$ cat src/rtl/game_referee_if.sv
// Round-result inputs and match-status outputs between the Correlation stage, its controller and game_referee.
// No flow control: round results are offered with guess_valid and taken only while a game is in play.
interface game_referee_if #(
  parameter int CR_W       = 10,
  parameter int MAX_ROUNDS = 8,
  parameter int WIN_GAMES  = 3
);
  localparam int RW = $clog2(MAX_ROUNDS + 1);
  localparam int WW = $clog2(WIN_GAMES + 1);

  logic            start;
  logic            guess_valid;
  logic [1:0]      Correct_guess;
  logic [CR_W-1:0] Out_cr;
  logic            game_clear;
  logic [RW-1:0]   round_cnt;
  logic [WW-1:0]   wins_first;
  logic [WW-1:0]   wins_second;
  logic [1:0]      game_winner;
  logic            game_done;
  logic            match_over;
  logic            busy;

  modport master (
    output start, guess_valid, Correct_guess, Out_cr,
    input  game_clear, round_cnt, wins_first, wins_second, game_winner,
           game_done, match_over, busy
  );

  modport slave (
    input  start, guess_valid, Correct_guess, Out_cr,
    output game_clear, round_cnt, wins_first, wins_second, game_winner,
           game_done, match_over, busy
  );
endinterface

$ cat src/rtl/game_referee.sv
// Match referee: judges games from round results and counts game wins until one player reaches WIN_GAMES.
// Latency: deciding round at edge N gives game_done in N+1 and game_clear in N+2; guess_valid is dropped outside PLAY (no backpressure).
module game_referee #(
  parameter int CR_W       = 10,
  parameter int MAX_ROUNDS = 8,
  parameter int WIN_GAMES  = 3
) (
  input  logic          Clock,
  input  logic          Reset,
  game_referee_if.slave bus
);
  localparam int RW = $clog2(MAX_ROUNDS + 1);
  localparam int WW = $clog2(WIN_GAMES + 1);
  localparam int HW = CR_W - CR_W / 2;

  typedef enum logic [2:0] {
    S_IDLE  = 3'd0,
    S_PLAY  = 3'd1,
    S_JUDGE = 3'd2,
    S_CLEAR = 3'd3,
    S_DONE  = 3'd4
  } state_t;

  state_t          state_q, state_d;
  logic [RW-1:0]   round_q, round_d, round_inc;
  logic [WW-1:0]   wins_first_q, wins_first_d;
  logic [WW-1:0]   wins_second_q, wins_second_d;
  logic [1:0]      winner_q, winner_d;
  logic [1:0]      guess_q, guess_d;
  logic [CR_W-1:0] cr_q, cr_d;
  logic [HW-1:0]   score_first, score_second;
  logic [1:0]      verdict;

  assign round_inc    = round_q + RW'(1);
  assign score_first  = cr_q[CR_W-1:CR_W/2];
  assign score_second = HW'(cr_q[CR_W/2-1:0]);

  // A correct guess decides the game outright; otherwise the closer correlation wins.
  always_comb begin
    verdict = guess_q;
    if (guess_q == 2'b00) begin
      if (score_first > score_second)      verdict = 2'b01;
      else if (score_second > score_first) verdict = 2'b10;
      else                                 verdict = 2'b11;
    end
  end

  always_comb begin
    state_d       = state_q;
    round_d       = round_q;
    wins_first_d  = wins_first_q;
    wins_second_d = wins_second_q;
    winner_d      = winner_q;
    guess_d       = guess_q;
    cr_d          = cr_q;
    case (state_q)
      S_IDLE, S_DONE: begin
        if (bus.start) begin
          wins_first_d  = '0;
          wins_second_d = '0;
          winner_d      = 2'b00;
          state_d       = S_CLEAR;
        end
      end
      S_PLAY: begin
        if (bus.guess_valid) begin
          round_d = round_inc;
          guess_d = bus.Correct_guess;
          cr_d    = bus.Out_cr;
          if (bus.Correct_guess != 2'b00 || round_inc == RW'(MAX_ROUNDS))
            state_d = S_JUDGE;
        end
      end
      S_JUDGE: begin
        winner_d = verdict;
        if (verdict == 2'b01) wins_first_d  = wins_first_q + WW'(1);
        if (verdict == 2'b10) wins_second_d = wins_second_q + WW'(1);
        state_d = S_CLEAR;
      end
      S_CLEAR: begin
        round_d = '0;
        if (wins_first_q == WW'(WIN_GAMES) || wins_second_q == WW'(WIN_GAMES))
          state_d = S_DONE;
        else
          state_d = S_PLAY;
      end
      default: state_d = S_IDLE;
    endcase
  end

  always_ff @(posedge Clock or posedge Reset) begin
    if (Reset) begin
      state_q       <= S_IDLE;
      round_q       <= '0;
      wins_first_q  <= '0;
      wins_second_q <= '0;
      winner_q      <= 2'b00;
      guess_q       <= 2'b00;
      cr_q          <= '0;
    end else begin
      state_q       <= state_d;
      round_q       <= round_d;
      wins_first_q  <= wins_first_d;
      wins_second_q <= wins_second_d;
      winner_q      <= winner_d;
      guess_q       <= guess_d;
      cr_q          <= cr_d;
    end
  end

  assign bus.game_clear  = (state_q == S_CLEAR);
  assign bus.game_done   = (state_q == S_JUDGE);
  assign bus.match_over  = (state_q == S_DONE);
  assign bus.busy        = (state_q == S_PLAY) || (state_q == S_JUDGE) || (state_q == S_CLEAR);
  assign bus.round_cnt   = round_q;
  assign bus.wins_first  = wins_first_q;
  assign bus.wins_second = wins_second_q;
  assign bus.game_winner = winner_q;
endmodule
$ cat src/flat_wrapper.sv
// flat-port wrapper written by rule: the top's interface ports become plain ports
module game_referee_flat 
#(
  parameter int CR_W       = 10,
  parameter int MAX_ROUNDS = 8,
  parameter int WIN_GAMES  = 3
)
  (Clock, Reset, bus_start, bus_guess_valid, bus_Correct_guess, bus_Out_cr, bus_game_clear, bus_round_cnt, bus_wins_first, bus_wins_second, bus_game_winner, bus_game_done, bus_match_over, bus_busy);
  game_referee_if #(.CR_W(CR_W), .MAX_ROUNDS(MAX_ROUNDS), .WIN_GAMES(WIN_GAMES)) bus_i ();
  input  logic Clock;
  input  logic Reset;
  input wire logic [$bits(bus_i.start)-1:0] bus_start;
  input wire logic [$bits(bus_i.guess_valid)-1:0] bus_guess_valid;
  input wire logic [$bits(bus_i.Correct_guess)-1:0] bus_Correct_guess;
  input wire logic [$bits(bus_i.Out_cr)-1:0] bus_Out_cr;
  output wire logic [$bits(bus_i.game_clear)-1:0] bus_game_clear;
  output wire logic [$bits(bus_i.round_cnt)-1:0] bus_round_cnt;
  output wire logic [$bits(bus_i.wins_first)-1:0] bus_wins_first;
  output wire logic [$bits(bus_i.wins_second)-1:0] bus_wins_second;
  output wire logic [$bits(bus_i.game_winner)-1:0] bus_game_winner;
  output wire logic [$bits(bus_i.game_done)-1:0] bus_game_done;
  output wire logic [$bits(bus_i.match_over)-1:0] bus_match_over;
  output wire logic [$bits(bus_i.busy)-1:0] bus_busy;
  assign bus_i.start = bus_start;
  assign bus_i.guess_valid = bus_guess_valid;
  assign bus_i.Correct_guess = bus_Correct_guess;
  assign bus_i.Out_cr = bus_Out_cr;
  assign bus_game_clear = bus_i.game_clear;
  assign bus_round_cnt = bus_i.round_cnt;
  assign bus_wins_first = bus_i.wins_first;
  assign bus_wins_second = bus_i.wins_second;
  assign bus_game_winner = bus_i.game_winner;
  assign bus_game_done = bus_i.game_done;
  assign bus_match_over = bus_i.match_over;
  assign bus_busy = bus_i.busy;
  game_referee #(.CR_W(CR_W), .MAX_ROUNDS(MAX_ROUNDS), .WIN_GAMES(WIN_GAMES)) u_core (.Clock(Clock), .Reset(Reset), .bus(bus_i));
endmodule
$ cat config.mk
export PLATFORM = sky130hd
export DESIGN_NAME = game_referee_flat
export DESIGN_NICKNAME = d
export VERILOG_FILES = /design/src/rtl/game_referee_if.sv /design/src/rtl/game_referee.sv /design/src/flat_wrapper.sv
export SDC_FILE = /design/constraint.sdc
export NUM_CORES = 1
export LEC_CHECK = 0
export BUFFER_PORTS_ARGS = -buffer_cell sky130_fd_sc_hd__clkbuf_2
export CORE_MARGIN = 5
export CORE_UTILIZATION = 50
export CTS_BUF_LIST = sky130_fd_sc_hd__clkbuf_8
export DETAILED_ROUTE_END_ITERATION = 10
export PLACE_DENSITY = 0.77
export SKIP_CTS_REPAIR_TIMING = 1
export SLEW_MARGIN = 5
export SYNTH_ARGS = -nofsm -noshare
export SYNTH_HDL_FRONTEND = slang
export SYNTH_SLANG_ARGS = --single-unit
$ cat constraint.sdc
create_clock -name Clock -period 1.81 [get_ports Clock]
set_clock_uncertainty 0.2 [all_clocks]
set_input_delay 0.0905 -clock Clock [delete_from_list [all_inputs] [get_ports Clock]]
set_output_delay 0.0905 -clock Clock [all_outputs]
set_load 0.03 [all_outputs]
==> results.ini <==
[place]
port_buffers = 29
dp_slack_ps = -165
gp_congestion = 0.768
dp_cells = 200
hpwl_um = 2200
placed_cell_area_sq_um = 1660

[yosys]
yosysSeqAreaShare = 0.459
synth.top_cells.by_area = dfrtp_1, ha_1, mux2_1, nand2_1, o21ai_1
yosysWarnings = 0
yosysMostFrequentCell = dfrtp_1
synth_top_family_by_area = compound AO/OA/AOI/OAI gates
yosys.area.top_type_share = 0.459
synthCells = 129
synthDistinctLibCells = 40
synth_compound_area_frac = 0.165
avgSynthCellArea_sq_um = 10.6
synth_common_cells = dfrtp_1, nand2_1, inv_1
synth-adder-area-share = 0.0734
synth_seq_cells = 25
synth_edf_count = 0
yosys.area_share.simple = 0.165
synthArstFlopShare = 1.00
synth_area_sq_um = 1360
synth_nets = 153
synth.area.mux_share = 0.0725
synth-xor-area-share = 0.0193
yosys.area.top_type = dfrtp_1
synth_top_flop_cell = dfrtp_1

[sta]
drv_slew = 0
setup_slack_ps = -161
slew_headroom = 0.710
tightest_slew_ps = 435
period_minus_slack_ps = 1970
setup_tns_ps = -470
fmax_mhz = 507
rsz0062_at_grt = yes
hold_viol_final = 0
setup_viol = 4
fin_crit_sh = 1.09

[layout]
nets = 215
final_cell_area_sq_um = 1920
stdcell_count = 221
drive_gt1_frac = 0.337
diodes = 0
regArea_sq_um = 626
fillers = 194
fin_util = 0.716
multiInputGateArea_sq_um = 727
area_growth_pct = 41.1

[pwr]
power_density_nw_per_um2 = 1700
ir_drop_v = 0.00117
p_leak_nw = 0.928

[run]
drv_cap = 0

[global_route]
overflow = 0
grt_pass1_wl_um = 5070
antenna_found_initial = 0
grt_max_degree = 26
grt_pass1_vias = 1190
gr-usage-all-layers = 0.158

[routing]
firstDrtPassIters = 4
ant_nets = 0
initialDrtViolationCount = 24
viasPerCell = 5.50
post-route-drc-count = 0
wl_um = 3150
vias = 1215
wl_per_cell_um = 14.3

[clock_network]
clkLatencyLatePin_ps = 260
cts_sinks = 25
clk_pin_slew_ps = 90
numCtsBuffers = 3
cts_tree = done
cts.path.max_buffers = 2
cts_max_level = 1
cts_root_buffer = clkbuf_8

[worst_setup_path]
cp_data_required_time_ps = 1760
cp-end-kind = flip-flop
cp_max_fo = 4
cp-start-kind = flip-flop
worstPathArrival_ps = 1920
worst-setup-path-type = reg2reg

[die]
ios = 30
fp.dieW_um = 62.2
num_rows = 19
coreArea_sq_um = 2690
dieArea_sq_um = 3870
initial_utilization = 0.508
fp.dieH_um = 62.2

[run_status]
violations = setup timing
outcome = finished, violations left

[hold_path]
hp-class = in2reg

[cell usage in the layout, fill, tap and decap left out, types with 2 or more instances in the layout]
| master | Yosys | routed |
|---|---|---|
| clkbuf_8 | 0 | 3 |
| inv_2 | 1 | 2 |
| ha_4 | 0 | 3 |
| a21oi_2 | 0 | 2 |
| a21oi_1 | 5 | 3 |
| a211o_1 | 2 | 2 |
| buf_4 | 0 | 14 |
| mux2_1 | 7 | 7 |
| clkbuf_2 | 0 | 28 |
| a21o_1 | 2 | 2 |
| dfrtp_1 | 25 | 25 |
| nor2_1 | 7 | 7 |
| nand4_1 | 2 | 2 |
| nand2_1 | 15 | 15 |
| nand3_1 | 2 | 2 |
| mux2i_1 | 2 | 2 |
| inv_1 | 11 | 11 |
| dlygate4sd3_1 | 0 | 15 |
| ha_1 | 8 | 5 |
| nor3_1 | 4 | 4 |
| xor2_1 | 2 | 2 |
| o31ai_1 | 2 | 2 |
| o21ai_1 | 9 | 9 |
[cells by family (layout without fill, tap and decap cells)]
group	Yosys count	after routing
simple gates	40	40
mux	9	9
fa+ha+maj	8	8
xor+xnor	3	3
buf+inv	15	76
compound gates	29	29
flops	25	25
[report_power, final]
part           internal [mW]  leakage [nW]  switching, mW  total, mW
registers              0.793         0.315          0.207       1.00
logic                  0.923         0.587           1.03       1.95
clock network          0.152        0.0269          0.174      0.326
total                   1.87         0.928           1.41       3.27
[metrics by stage]
step	power [mW]	hold slack (ps)
2_1_floorplan	2.19	-82.2
3_3_place_gp	2.67	-64.4
3_5_place_dp	2.72	-51.6
4_1_cts	3.07	-342
5_1_grt	3.54	123
6_report	3.27	87.5
[routing by layer]
metal  global-route usage  routed length [um]  vias to the layer above
met5                    0                   0                        -
met4               0.0488                  22                        0
met3               0.0252                  89                        4
met2                0.275                1560                       22
met1                0.198                1480                      604
li1                     -                   -                      585
[area by class of cell]
type	instances	share of cell area
clock buffer	3	0.0215
multi-input combinational	89	0.378
sequential	25	0.325
tap	31	0.0202
clock inverter	1	0.00195
timing repair buffer	59	0.222
inverter	13	0.0319
[worst paths after layout]
path | slack [ps] | start | depth (start not counted) | to
setup / recovery | -160 | u_core.cr_q[9] | 5 | u_core.bus.wins_first[0]
hold / removal | 90 | bus_start | 4 | u_core.state_q[1]
setup reg to reg | -160 | u_core.cr_q[9] | 5 | u_core.bus.wins_first[0]
hold reg to reg | 300 | u_core.bus.game_winner[1] | 2 | u_core.bus.game_winner[1]
max in group asynchronous | 960 | Reset | 4 | u_core.bus.round_cnt[1]
min in group asynchronous | 200 | Reset | 4 | u_core.cr_q[0]
[flip-flops by register name, indices dropped and copies added (netlist names)]
name / cells
u_core.cr_q: 10
u_core.bus.wins_first: 2
u_core.bus.game_winner: 2
u_core.bus.round_cnt: 4
u_core.guess_q: 2
u_core.bus.wins_second: 2
u_core.state_q: 3
[critical path: stages, from the launching register on]
cell	delay (ps)
dfrtp_1	420
ha_4	300
nand4_1	100
o221ai_2	280
mux2i_1	200
or3b_1	350
(Power assumes the default switching activity.)
